==> config.mk <==
export PLATFORM = sky130hd
export DESIGN_NAME = mem_result_streamer
export DESIGN_NICKNAME = d
export VERILOG_FILES = /design/src/rtl/mem_result_streamer_pkg.sv /design/src/rtl/stream_fifo2.sv /design/src/rtl/mem_result_streamer.sv
export SDC_FILE = /design/constraint.sdc
export NUM_CORES = 1
export LEC_CHECK = 0
export CAP_MARGIN = 20
export CORE_ASPECT_RATIO = 0.75
export CORE_MARGIN = 2
export CORE_UTILIZATION = 31
export CTS_BUF_LIST = sky130_fd_sc_hd__clkbuf_16
export DETAILED_ROUTE_END_ITERATION = 8
export GPL_TIMING_DRIVEN = 0
export SETUP_SLACK_MARGIN = 0.4
export SYNTH_ARGS = -nofsm -noshare
export SYNTH_HDL_FRONTEND = slang
export SYNTH_SLANG_ARGS = --single-unit
==> constraint.sdc <==
create_clock -name clk -period 5.4 [get_ports clk]
set_clock_uncertainty 0.2 [all_clocks]
set_input_delay 1.08 -clock clk [delete_from_list [all_inputs] [get_ports clk]]
set_output_delay 1.08 -clock clk [all_outputs]
set_load 0.005 [all_outputs]
==> src/rtl/mem_result_streamer_pkg.sv <==
// Shared sizing, FSM encoding and helpers for the result RAM streamer.
package mem_result_streamer_pkg;

    localparam int unsigned ADDR_W = 6;
    localparam int unsigned DATA_W = 8;
    localparam int unsigned DEPTH  = 64;
    localparam int unsigned CSUM_W = 14;
    localparam int unsigned CNT_W  = ADDR_W + 1;

    typedef enum logic [1:0] {
        IDLE  = 2'd0,
        RUN   = 2'd1,
        DRAIN = 2'd2,
        DONE  = 2'd3
    } state_e;

    // Limit a requested word count to the RAM depth.
    function automatic logic [CNT_W-1:0] clamp_count(input logic [CNT_W-1:0] c);
        return (c > CNT_W'(DEPTH)) ? CNT_W'(DEPTH) : c;
    endfunction

endpackage

==> src/rtl/stream_fifo2.sv <==
// Two-entry FIFO; the head entry is a register so the output is glitch-free
// and holds while the consumer stalls. Writers must not push while full.
module stream_fifo2 #(
    parameter int unsigned DATA_W = 8
) (
    input  logic              clk,
    input  logic              rst,
    input  logic              in_valid_i,
    input  logic [DATA_W-1:0] in_data_i,
    output logic              out_valid_o,
    output logic [DATA_W-1:0] out_data_o,
    input  logic              out_ready_i,
    output logic [1:0]        count_o
);

    logic [DATA_W-1:0] head_q, head_d;
    logic [DATA_W-1:0] tail_q, tail_d;
    logic [1:0]        cnt_q, cnt_d;
    logic              push_c, pop_c;

    assign out_valid_o = (cnt_q != 2'd0);
    assign out_data_o  = head_q;
    assign count_o     = cnt_q;
    assign push_c      = in_valid_i && (cnt_q != 2'd2);
    assign pop_c       = out_valid_o && out_ready_i;

    // Next contents: pops shift tail into head, pushes fill the first free slot.
    always_comb begin
        head_d = head_q;
        tail_d = tail_q;
        cnt_d  = cnt_q;
        case ({push_c, pop_c})
            2'b10: begin
                if (cnt_q == 2'd0) head_d = in_data_i;
                else               tail_d = in_data_i;
                cnt_d = cnt_q + 2'd1;
            end
            2'b01: begin
                head_d = tail_q;
                cnt_d  = cnt_q - 2'd1;
            end
            // Push with pop only happens at one entry, so the new word becomes head.
            2'b11: head_d = in_data_i;
            default: ;
        endcase
    end

    // Storage and occupancy registers.
    always_ff @(posedge clk or posedge rst) begin
        if (rst) begin
            head_q <= '0;
            tail_q <= '0;
            cnt_q  <= 2'd0;
        end else begin
            head_q <= head_d;
            tail_q <= tail_d;
            cnt_q  <= cnt_d;
        end
    end

endmodule

==> src/rtl/mem_result_streamer.sv <==
// Streams the result RAM from address 0 onto a valid/ready port, hiding the
// 1-cycle RAM read latency behind a 2-entry FIFO and summing delivered beats.
module mem_result_streamer
    import mem_result_streamer_pkg::*;
(
    input  logic              clk,
    input  logic              rst,
    input  logic              start,
    input  logic [CNT_W-1:0]  count,
    output logic              mem_en,
    output logic [ADDR_W-1:0] mem_addr,
    input  logic [DATA_W-1:0] mem_dout,
    output logic [DATA_W-1:0] m_data,
    output logic              m_valid,
    input  logic              m_ready,
    output logic              busy,
    output logic              done,
    output logic [CSUM_W-1:0] checksum
);

    state_e            state_q, state_d;
    logic [CNT_W-1:0]  len_q, len_d;
    logic [ADDR_W-1:0] addr_q, addr_d;
    logic              inflight_q, inflight_d;
    logic [CSUM_W-1:0] csum_q, csum_d;

    logic [1:0]        fifo_cnt;
    logic              pop_c;
    logic              issue_c;
    logic              last_c;
    logic [2:0]        credit_c;

    stream_fifo2 #(.DATA_W(DATA_W)) u_fifo (
        .clk         (clk),
        .rst         (rst),
        .in_valid_i  (inflight_q),
        .in_data_i   (mem_dout),
        .out_valid_o (m_valid),
        .out_data_o  (m_data),
        .out_ready_i (m_ready),
        .count_o     (fifo_cnt)
    );

    // Words held after this cycle's pop plus the word returning from the RAM.
    assign pop_c    = m_valid && m_ready;
    assign credit_c = {1'b0, fifo_cnt} - 3'(pop_c) + 3'(inflight_q);
    assign last_c   = (CNT_W'(addr_q) + CNT_W'(1)) == len_q;

    assign mem_en   = issue_c;
    assign mem_addr = addr_q;
    assign busy     = (state_q != IDLE);
    assign done     = (state_q == DONE);
    assign checksum = csum_q;

    // Run sequencing, read issue and checksum accumulation.
    always_comb begin
        state_d    = state_q;
        len_d      = len_q;
        addr_d     = addr_q;
        csum_d     = csum_q;
        issue_c    = 1'b0;
        if (pop_c) csum_d = csum_q + CSUM_W'(m_data);
        case (state_q)
            IDLE: begin
                if (start) begin
                    len_d   = clamp_count(count);
                    addr_d  = '0;
                    csum_d  = '0;
                    state_d = (count == '0) ? DONE : RUN;
                end
            end
            RUN: begin
                if (credit_c < 3'd2) begin
                    issue_c = 1'b1;
                    // Hold the address on the final read so it never wraps.
                    if (last_c) state_d = DRAIN;
                    else        addr_d  = addr_q + ADDR_W'(1);
                end
            end
            DRAIN: begin
                if ((credit_c == 3'd0) && !inflight_q) state_d = DONE;
            end
            DONE: state_d = IDLE;
            default: state_d = IDLE;
        endcase
        inflight_d = issue_c;
    end

    // Control state registers; reset discards any in-flight read.
    always_ff @(posedge clk or posedge rst) begin
        if (rst) begin
            state_q    <= IDLE;
            len_q      <= '0;
            addr_q     <= '0;
            inflight_q <= 1'b0;
            csum_q     <= '0;
        end else begin
            state_q    <= state_d;
            len_q      <= len_d;
            addr_q     <= addr_d;
            inflight_q <= inflight_d;
            csum_q     <= csum_d;
        end
    end

endmodule

# Word-level counts from Yosys, hierarchy flattened
# Cells that the tools add are included.
[word_totals] register_bits=48 latch_bits=0 ramBits=0 romBits=0 in_bits=19 out_inout_bits=32 word_cells=69 n_memories=0
[op_classes] addsub=7 n_mul=0 n_div=0 n_lt_le_gt_ge=2 n_eq_ne=14 n_shift=0 muxes=19 bitwise=1 n_reduce_logical=18
[ops] cell="14-bit two-way mux" n=3
[ops] cell="8-bit case mux with 3 select lines" n=1
[ops] cell="6-bit two-way mux" n=3
[ops] cell="14-bit by 8-bit adder with 14-bit output" n=1
[ops] cell="2-bit != test (second input constant)" n=6
[ops] cell="6-bit case mux with 2 select lines" n=1
[ops] cell="2-bit two-way mux" n=5
[ops] cell="2-bit equality test (second input constant)" n=4
[ops] cell="8-bit two-way mux" n=1
[ops] cell="2-bit case mux with 4 select lines" n=1
[ops] cell="4-bit AND reduction" n=2
[ops] cell="2-bit nonzero test" n=4
[ops] cell="6-bit by 1-bit adder with 7-bit output (second input constant)" n=1
[ops] cell="7-bit equality test" n=1
[ops] cell="7-bit greater-than comparator (second input constant)" n=1
[ops] cell="7-bit zero test" n=1
[ops] cell="7-bit two-way mux" n=1
[ops] cell="6-bit by 1-bit adder with 6-bit output (second input constant)" n=1
[ops] cell="2-bit AND reduction" n=3
[ops] cell="2-bit by 1-bit equality test with 1-bit output (second input constant)" n=2
[ops] cell="2-bit zero test" n=2
[ops] cell="2-bit case mux with 2 select lines" n=1
[ops] cell="3-bit by 1-bit adder with 3-bit output" n=1
[ops] cell="1-bit logical AND" n=3
[ops] cell="other kinds (10)" n=11

# Depth between registers and ports, before layout
# Gate-level depths: netlist (run 1).
[logic_depth] word_depth=8 mapped_depth=12

# Hierarchy
# A second synthesis (run 1) with hierarchy kept.
[unflattened] hier_cells=297 hier_area_um2=2950.3
[by_module_without_submodules] mod="mem_result_streamer" n_inst=1 cells_per_inst=238 area_each_um2=2073.2
[by_module_without_submodules] mod="stream_fifo2" n_inst=1 cells_per_inst=59 area_each_um2=877.1

# Least setup slack after synthesis (run 1)
# OpenSTA, ideal clock, no wires.
[synth_timing] path_kind="input to output" from="input m_ready" to="output mem_en" arrival_ps=2772 path_slack_ps=1348 path_stages=8 path_cell_list="o21a_1 -> clkbuf_1 -> ha_1 -> inv_1 -> ha_1 -> fa_1 -> nand2b_1 -> nor2_1"
[synth_via] elab_chain_len=6
[synth_lines] element="start: declaration" line="mem_result_streamer.sv:15" source="input logic m_ready,"
[synth_lines] element="1-bit logical AND" line="mem_result_streamer.sv:45" source="assign pop_c = m_valid && m_ready;"
[synth_lines] element="2-bit by 1-bit subtractor with 3-bit output" line="mem_result_streamer.sv:46" source="assign credit_c = {1'b0, fifo_cnt} - 3'(pop_c) + 3'(inflight_q);"
[synth_lines] element="3-bit by 1-bit adder with 3-bit output" line="mem_result_streamer.sv:46"
[synth_lines] element="3-bit by 2-bit < comparator with 1-bit output" line="mem_result_streamer.sv:73" source="if (credit_c < 3'd2) begin"
[synth_lines] element="1-bit two-way mux" line="mem_result_streamer.sv:73"
[synth_lines] element="1-bit two-way mux" line="mem_result_streamer.sv:63" source="case (state_q)"
[synth_lines] element="end: declaration" line="mem_result_streamer.sv:10" source="output logic mem_en,"
# Every way passes these cells.

# Final worst setup path (run 1)
# Ends and elaborated chain as after synthesis.

==> results of run 1 <==
cells in the mapped netlist, types with 4 or more instances:
master,n,area share
a211oi_1,7,0.018
inv_1,14,0.018
o211ai_1,4,0.011
nor4_1,5,0.011
nand3_1,5,0.0088
mux2i_1,9,0.032
or3_1,4,0.0088
nand4_1,4,0.0088
dfrtp_1,48,0.42
nand3b_1,7,0.018
buf_2,4,0.0070
ha_1,17,0.075
xnor2_1,11,0.034
nor3_1,4,0.0070
o21ai_0,8,0.014
nand2_1,48,0.063
clkbuf_1,7,0.0092
a21oi_1,19,0.033
nor2b_1,4,0.0088
o21ai_1,11,0.019
mux2_2,8,0.032
nor2_1,16,0.021
cell families after synthesis:
family | count (synthesis) | synth area share
xor gates and xnor gates | 14 | 0.0430
and+or+nand+nor | 109 | 0.184
muxes | 18 | 0.0684
AOI/OAI and AO/OA | 71 | 0.159
adders and majority gates | 19 | 0.0886
DFF | 48 | 0.421
buffers and inverters | 26 | 0.0360
routing by layer:
layer	vias to the layer above	GRT usage	share of wire	routed length, um
li1	1206	-	-	-
met1	1154	0.213	0.52	3600
met2	51	0.223	0.43	2990
met3	7	0.0285	0.047	327
met4	0	0.0361	0.0097	68
met5	-	0	0	0
layout make-up:
cell class                      instances  area, um2
Multi-Input combinational cell        231       1560
Clock inverter                          3       68.8
Sequential cell                        48       1200
Clock buffer                            5        125
Inverter                               15       56.3
Timing Repair Buffer                   53        534
Tap cell                              112        140
Fill cell                             893       5270
Buffer                                 11       56.3
how the worst min path moves through the flow:
stage	end	slack, ns	depth (start not counted)
6_report	len_q[4]	0.31	2
3_5_place_dp	u_fifo.tail_q[0]	0.29	1
3_3_place_gp	u_fifo.tail_q[5]	0.29	1
2_1_floorplan	len_q[0]	0.26	2
4_1_cts	u_fifo.tail_q[0]	0.31	1
5_1_grt	u_fifo.tail_q[0]	0.33	1
worst min-delay path, delay by kind of cell (launching register included):
family           cells  cell delay [ns]
flip-flops           1             0.37
AND/OR/NAND/NOR      2             0.11
cells in the final DEF, fill, tap and decap left out, types with 9 or more instances in the layout:
cell	netlist	layout
a21oi_1	19	19
dfrtp_1	48	48
mux2i_1	9	9
ha_1	17	17
inv_1	14	13
o21ai_1	11	11
xnor2_1	11	11
nand2_1	48	48
clkdlybuf4s50_1	0	49
nor2_1	16	15
repair_timing:
| action | in CTS | in global routing |
|---|---|---|
| gates resized for setup | 7 | 0 |
| setup buffers | 2 | 0 |
| endpoints found under the setup margin | 1 | 0 |
flip-flops by register name, indices dropped and copies added (netlist names):
register and count:
checksum 14, mem_addr 6, len_q 7, u_fifo.out_data_o 8, state_q 2, u_fifo.count_o 2, inflight_q 1, u_fifo.tail_q 8
where the power goes:
part	leakage [nW]	switching (mW)	internal, mW	total (mW)
combinational	0.935	0.526	0.524	1.05
clock	0.0944	0.141	0.267	0.408
sequential	0.616	0.140	0.499	0.640
total	1.65	0.807	1.29	2.10
==> summary.md, run 1 <==
| Metric | Value |
|---|---|
| CP endpoint | mem_en |
| Arrival time at the worst endpoint | 3.46 ns |
| Max clock buf depth | 2 |
| Reg2Reg Setup Slack | 1.85 ns |
| Inserted Diodes | 0 |
| Core area | 9010 um2 |
| Post-DP Area | 3510 um2 |
| Iteration count of the initial detailed-routing pass | 4 |
| Min setup slack post-route | 0.657 ns |
| CP Capture Type | primary output |
| Library cells used by synthesis | 45 |
| WL/cell | 14.6 um |
| Vias in the first global route | 2305 |
| Worst rel slew slack | 0.535 |
| Design Area, Final | 3740 um2 |
| Worst-margin pin slew | 0.697 ns |
| CTS sink cnt | 48 |
| Endpoints failing setup | 0 |
| CP Max Fanout | 11 |
| Worst Path Required | 4.12 ns |
| Outcome | finished clean |
| Hold slack | 0.310 ns |
| Post-synthesis cell area | 2850 um2 |
| Final hold vios | 0 |
| #FFs+latches synth | 48 |
| Via density | 5.06 |
| Hold_sp | len_q[4] |
| First-pass GRT wire length | 11500 um |
| Final Cycle Share | 0.878 |
| Crit-path most repeated cell | ha_1 |
| Setup TNS Final | 0 ns |
| Largest net degree at the start of global routing | 30 |
| CP Cell Sequence | clkdlybuf4s50_1, o21a_4, clkbuf_8, ha_1, inv_1, ha_1, fa_1, xor2_1, nand2b_1, nor2_2, dlygate4sd2_1 |
| Clock-pin slew on the worst setup and hold paths | 0.07 ns |
| GRT Total Usage | 0.146 |
| DRC | 0 |
| H-tree levels | 2 |
| Total gr overflow | 0 |
| Pwr dens | 561 nW/um2 |
| Chip width | 115 um |
| Vias | 2418 |
| Maxcap violations | 0 |
| RSZ-0062 raised after global routing | no |
| Gpl congestion | 0.860 |
| Worst vdd ir | 0.000175 V |
| Worst Setup SP | m_ready |
| Crit path largest cell delay | 0.46 ns |
| Synth Warn # | 0 |
| CP bufs+invs | 4 |
| Cells after DPL | 468 |
| Max Clk Rate | 211 MHz |
| Hold Path Class | reg -> reg |
| Syn_area_per_cell | 9.35 um2 |
| Layout area overhead | 31.1% |
| Critical path class | in -> out |
| Main synth FF type | dfrtp_1 |
| Design Power | 2.10 mW |
| Die ar. | 9990 um2 |
| CTS buffer count | 5 |
| Post-synth EDFFs | 0 |
| Hold_buf cts | 0 |
| Slew Limit Fails | 0 |
| Post-route minimum period | 4.74 ns |
| # IOs | 51 |
| Initial antenna violation count | 0 |
| Seq/Total Area, Yosys | 0.421 |
| Async SR Flop Fraction | 1.00 |
| Layout cell share with drive strength beyond 1 | 0.0792 |
| Pre-CTS setup slack | -0.140 ns |
| Mapped Cells | 305 |
| FF-to-FF Start | u_fifo.count_o[0] |
| Slowest-stage cell, CP | clkdlybuf4s50_1 |
| Worst path top cell family by delay | buffers and inverters |
| PortBufs | 50 |
| Worst setup SP type | primary input |
| Die height | 87.1 um |
| Nets | 403 |
| WP depth | 11 |
| Reg2reg end | state_q[1] |
| Root buf cell | clkbuf_16 |
| Rows | 30 |
| Clk_lat worst skew | 0.29 ns |
| Post-Syn Nets | 343 |
| Cells on worst reg2reg path | 12 |
| Post-Layout Cell Count | 478 |
| Initial Utilization | 0.317 |
| Fin util | 0.415 |
| CTS tree | built |
| DRT iter0 DRCs | 110 |
| Post-DP HPWL | 5240 um |
| WL final | 6980 um |
| Pleak | 1.65 nW |
| Final ANT Viol Nets | 0 |
Note: power is estimated with default switching activity, not from simulation.
==> inputs of run 2 (changes only) <==
==> constraint.sdc (replaced) <==
create_clock -name clk -period 4.5 [get_ports clk]
set_clock_uncertainty 0.2 [all_clocks]
set_input_delay 0.9 -clock clk [delete_from_list [all_inputs] [get_ports clk]]
set_output_delay 0.9 -clock clk [all_outputs]
set_load 0.005 [all_outputs]
==> summary.md, run 2 (synthesized netlist as in run 1, its figures left out) <==
| Metric | Value |
|---|---|
| Slowest-stage cell, CP | fa_2 |
| Root buf cell | clkbuf_16 |
| Vias | 2437 |
| Worst Path Required | 3.40 ns |
| Critical path class | in -> out |
| Gate power share | 0.503 |
| Final hold vios | 0 |
| Die ar. | 9990 um2 |
| Max clock buf depth | 2 |
| WL/cell | 14.8 um |
| Crit-path most repeated cell | ha_1 |
| Clk network pwr share | 0.194 |
| CTS sink cnt | 48 |
| Iteration count of the initial detailed-routing pass | 4 |
| Arrival time at the worst endpoint | 2.88 ns |
| Register Area | 1200 um2 |
| Initial Utilization | 0.317 |
| DRC | 0 |
| Worst rel slew slack | 0.536 |
| Crit path largest cell delay | 0.42 ns |
| Worst vdd ir | 0.000213 V |
| Switching Share | 0.387 |
| Pwr dens | 676 nW/um2 |
| Pleak | 1.65 nW |
| Post-DP HPWL | 5240 um |
| Commonest non-fill, non-tap cells in the layout | nand2_1 (48), dfrtp_1 (48), clkdlybuf4s50_1 (48), a21oi_1 (19), ha_1 (17) |
| CP Max Fanout | 11 |
| Initial antenna violation count | 0 |
| Hold_buf cts | 0 |
| Slew Limit Fails | 0 |
| Worst path top cell family by delay | adder cells |
| Register share of total power | 0.303 |
| H-tree levels | 2 |
| Outcome | finished clean |
| Inserted Diodes | 0 |
| GRT Total Usage | 0.147 |
| Die height | 87.1 um |
| Layout area overhead | 31.6% |
| Endpoints failing setup | 0 |
| Core area | 9010 um2 |
| First-pass GRT wire length | 11600 um |
| # IOs | 51 |
| Post-Layout Cell Count | 480 |
| Total gr overflow | 0 |
| Clock-pin slew on the worst setup and hold paths | 0.07 ns |
| CP Capture Type | primary output |
| Final Cycle Share | 0.885 |
| Setup TNS Final | 0 ns |
| Post-route minimum period | 3.98 ns |
| CP bufs+invs | 4 |
| Vias in the first global route | 2304 |
| Min setup slack post-route | 0.519 ns |
| CTS buffer count | 5 |
| Fin util | 0.417 |
| Maxcap violations | 0 |
| Largest net degree at the start of global routing | 30 |
| Multi-input gate area | 1560 um2 |
| Max Clk Rate | 251 MHz |
| WL final | 7080 um |
| Hold Path Class | reg -> reg |
| Clk_lat worst skew | 0.29 ns |
| Via density | 5.08 |
| CTS tree | built |
| Fillers | 893 |
| Final ANT Viol Nets | 0 |
| Gpl congestion | 0.860 |
| RSZ-0062 raised after global routing | no |
| Layout cell share with drive strength beyond 1 | 0.0897 |
| Worst-margin pin slew | 0.696 ns |
| Cells after DPL | 468 |
| Chip width | 115 um |
| Pre-CTS setup slack | -0.680 ns |
| PortBufs | 50 |
| DRT iter0 DRCs | 101 |
| Max reg flops | 14 |
| CP Cell Sequence | dlygate4sd2_1, o21a_4, clkbuf_8, ha_1, inv_1, ha_1, fa_2, nand2b_1, nor2_2, buf_2 |
| Rows | 30 |
| Hold slack | 0.308 ns |
| Internal | 1.56 mW |
| Worst setup SP type | primary input |
| P_sw | 0.981 mW |
| Nets | 405 |
==> run 2: per-stage QoR <==
step / power [mW] / instance area [um2]
6_report: 2.54 / 3750
5_1_grt: 2.75 / 3750
4_1_cts: 2.54 / 3750
3_5_place_dp: 2.00 / 3510
3_3_place_gp: 1.97 / 3490
2_1_floorplan: 1.55 / 2850
==> run 2: what timing repair did <==
item / in CTS / in global routing
endpoints found under the hold margin: 0 / 0
pin swaps: 1 / 1
endpoints found under the setup margin: 7 / 1
buffers inserted: 3 / 1
gates resized for setup: 10 / 2
==> run 2: cell type report <==
| class | instances | area share |
|---|---|---|
| Clock buffer | 5 | 0.0333 |
| Inverter | 15 | 0.0150 |
| Timing Repair Buffer | 55 | 0.145 |
| Tap cell | 112 | 0.0373 |
| Clock inverter | 3 | 0.0183 |
| Sequential cell | 48 | 0.320 |
| Buffer | 11 | 0.0150 |
| Multi-Input combinational cell | 231 | 0.416 |
==> run 2: final timing paths <==
path                              startpoint                   end  cells past startpoint  slack (ns)
max                                  m_ready                mem_en                     10        0.52
min                                 len_q[4]              len_q[4]                      2        0.31
max reg2reg                u_fifo.count_o[0]            state_q[1]                     11        1.00
min reg2reg                         len_q[4]              len_q[4]                      2        0.31
max in group asynchronous                rst  u_fifo.out_data_o[5]                      3        2.83
min in group asynchronous                rst            state_q[1]                      2        0.75
==> run 2: worst register-to-register path, cell delays in order (launching register included) <==
cell and delay (ns):
dfrtp_1 0.45, o21a_4 0.25, clkbuf_8 0.16, ha_1 0.27
inv_1 0.07, ha_1 0.17, fa_2 0.42, nand2b_1 0.19
buf_4 0.16, or3_1 0.33, a221o_1 0.40, mux2_4 0.30
==> run 2: power by group through the flow <==
stage                     Clock [mW]  Sequential [mW]  Combinational (mW)
after CTS                      0.500            0.769                1.27
after global routing           0.518            0.796                1.43
final                          0.492            0.769                1.28
after global placement             0            0.768                1.20
after detailed placement           0            0.773                1.22
after floorplan                    0            0.729               0.824
==> run 2: routing by layer <==
layer,track usage,vias up,share of wire
met2,0.224,52,0.44
met1,0.216,1169,0.52
met3,0.0285,6,0.038
li1,-,1210,-
met4,0.0361,0,0.0096
met5,0,-,0
==> inputs of run 3 (changes only) <==
--- a/config.mk
+++ b/config.mk
@@ -5,8 +5,7 @@
 export SDC_FILE = /design/constraint.sdc
 export NUM_CORES = 1
 export LEC_CHECK = 0
-export CAP_MARGIN = 20
-export CORE_ASPECT_RATIO = 0.75
+export CORE_ASPECT_RATIO = 0.8
 export CORE_MARGIN = 2
 export CORE_UTILIZATION = 31
 export CTS_BUF_LIST = sky130_fd_sc_hd__clkbuf_16
==> summary.md, run 3 (synthesized netlist as in run 1, its figures left out) <==
| Metric | Value |
|---|---|
| Multi-input gate area | 1560 um2 |
| Inserted Diodes | 0 |
| Chip width | 111 um |
| Pwr dens | 664 nW/um2 |
| Vias | 2454 |
| Worst Setup SP | m_ready |
| Max reg flops | 14 |
| RSZ-0062 raised after global routing | no |
| Design Power | 2.48 mW |
| Die ar. | 9990 um2 |
| Rows | 31 |
| Worst-margin pin slew | 0.668 ns |
| Worst setup SP type | primary input |
| Worst vdd ir | 0.000225 V |
| Maxcap violations | 0 |
| Hold_buf cts | 0 |
| Final hold vios | 0 |
| Reg2reg end | state_q[1] |
| Fillers | 874 |
| WL final | 6840 um |
| Initial antenna violation count | 0 |
| Outcome | finished clean |
| Core area | 9000 um2 |
| Fin util | 0.415 |
| Nets | 405 |
| Clk_lat worst skew | 0.29 ns |
| Critical path class | in -> out |
| Min setup slack post-route | 0.577 ns |
| DRT iter0 DRCs | 134 |
| Post-DP HPWL | 5150 um |
| CTS tree | built |
| Largest net degree at the start of global routing | 39 |
| Final ANT Viol Nets | 0 |
| CTS sink cnt | 48 |
| Iteration count of the initial detailed-routing pass | 4 |
| Pleak | 1.64 nW |
| Die height | 89.8 um |
| CP Cell Sequence | dlygate4sd2_1, o21a_4, clkbuf_8, ha_1, inv_1, ha_1, fa_2, xor2_1, nand2b_1, nor2_2, buf_2 |
| Cells on worst reg2reg path | 13 |
| Layout cell share with drive strength beyond 1 | 0.0897 |
| Crit path largest cell delay | 0.34 ns |
| Endpoints failing setup | 0 |
| Worst Path Required | 3.40 ns |
| Final Cycle Share | 0.872 |
| Commonest non-fill, non-tap cells in the layout | nand2_1 (48), dfrtp_1 (48), clkdlybuf4s50_1 (48), a21oi_1 (19), ha_1 (17) |
| Pre-CTS setup slack | -0.629 ns |
| Hold slack | 0.304 ns |
| Arrival time at the worst endpoint | 2.82 ns |
| Reg2Reg Setup Slack | 0.94 ns |
| Max Clk Rate | 255 MHz |
| First-pass GRT wire length | 11100 um |
| H-tree levels | 2 |
| Initial Utilization | 0.317 |
| Vias in the first global route | 2218 |
| CP Max Fanout | 11 |
| Max clock buf depth | 2 |
| Hold Path Class | reg -> reg |
| # IOs | 51 |
| Worst rel slew slack | 0.555 |
| GRT Total Usage | 0.136 |
| Root buf cell | clkbuf_16 |
| PortBufs | 50 |
| Design Area, Final | 3730 um2 |
| CP endpoint | mem_en |
| Gpl congestion | 0.824 |
| Post-DP Area | 3520 um2 |
| Slowest-stage cell, CP | fa_2 |
| DRC | 0 |
| Crit-path most repeated cell | ha_1 |
| FF-to-FF Start | u_fifo.count_o[0] |
| Post-route minimum period | 3.92 ns |
| Via density | 5.08 |
| Layout area overhead | 30.9% |
| Clock-pin slew on the worst setup and hold paths | 0.06 ns |
| Total gr overflow | 0 |
| Slew Limit Fails | 0 |
| CP Capture Type | primary output |
| Register Area | 1200 um2 |
| WL/cell | 14.2 um |
| CTS buffer count | 5 |
[run 3: layout make-up]
| cell class | instances | share of cell area |
|---|---|---|
| Clock inverter | 3 | 0.0124 |
| Tap cell | 115 | 0.0385 |
| Timing Repair Buffer | 55 | 0.146 |
| Buffer | 11 | 0.0151 |
| Multi-Input combinational cell | 231 | 0.418 |
| Inverter | 15 | 0.0151 |
| Clock buffer | 5 | 0.0335 |
| Sequential cell | 48 | 0.322 |
[run 3: metrics by stage]
stage | std cells | TNS (ns)
2_1_floorplan | 305 | 0
3_3_place_gp | 470 | -0.777
3_5_place_dp | 471 | -0.764
4_1_cts | 482 | 0
5_1_grt | 483 | 0
6_report | 483 | 0
[run 3: power by group]
part | internal (mW) | leakage, nW | switching (mW)
sequential | 0.599 | 0.616 | 0.164
clock | 0.264 | 0.0804 | 0.170
combinational | 0.641 | 0.943 | 0.640
[run 3: timing repair]
item,CTS,global route
setup endpoints to repair,4,1
resized for setup,11,1
pin swaps,1,1
buffers inserted,3,1
[run 3: critical path: cells and delay by family]
family	cells	cell delay, ns
simple gates	2	0.26
compound gates	1	0.13
buf+inv	4	0.59
xor+xnor	1	0.15
fa+ha+maj	3	0.79
[run 3: worst min-delay path by stage]
stage	end	cells past startpoint	start	slack (ns)
3_5_place_dp	len_q[0]	2	len_q[0]	0.29
4_1_cts	u_fifo.tail_q[7]	1	u_fifo.tail_q[7]	0.31
3_3_place_gp	len_q[3]	2	len_q[3]	0.28
5_1_grt	u_fifo.tail_q[1]	1	u_fifo.tail_q[1]	0.31
6_report	u_fifo.tail_q[7]	1	u_fifo.tail_q[7]	0.30
2_1_floorplan	len_q[0]	2	len_q[0]	0.26
[run 3: routing by layer]
layer	vias up	GRT usage	wire length (um)
li1	1212	-	-
met4	0	0.0432	87
met3	7	0.0223	334
met2	62	0.195	2920
met1	1173	0.209	3500
met5	-	0	0
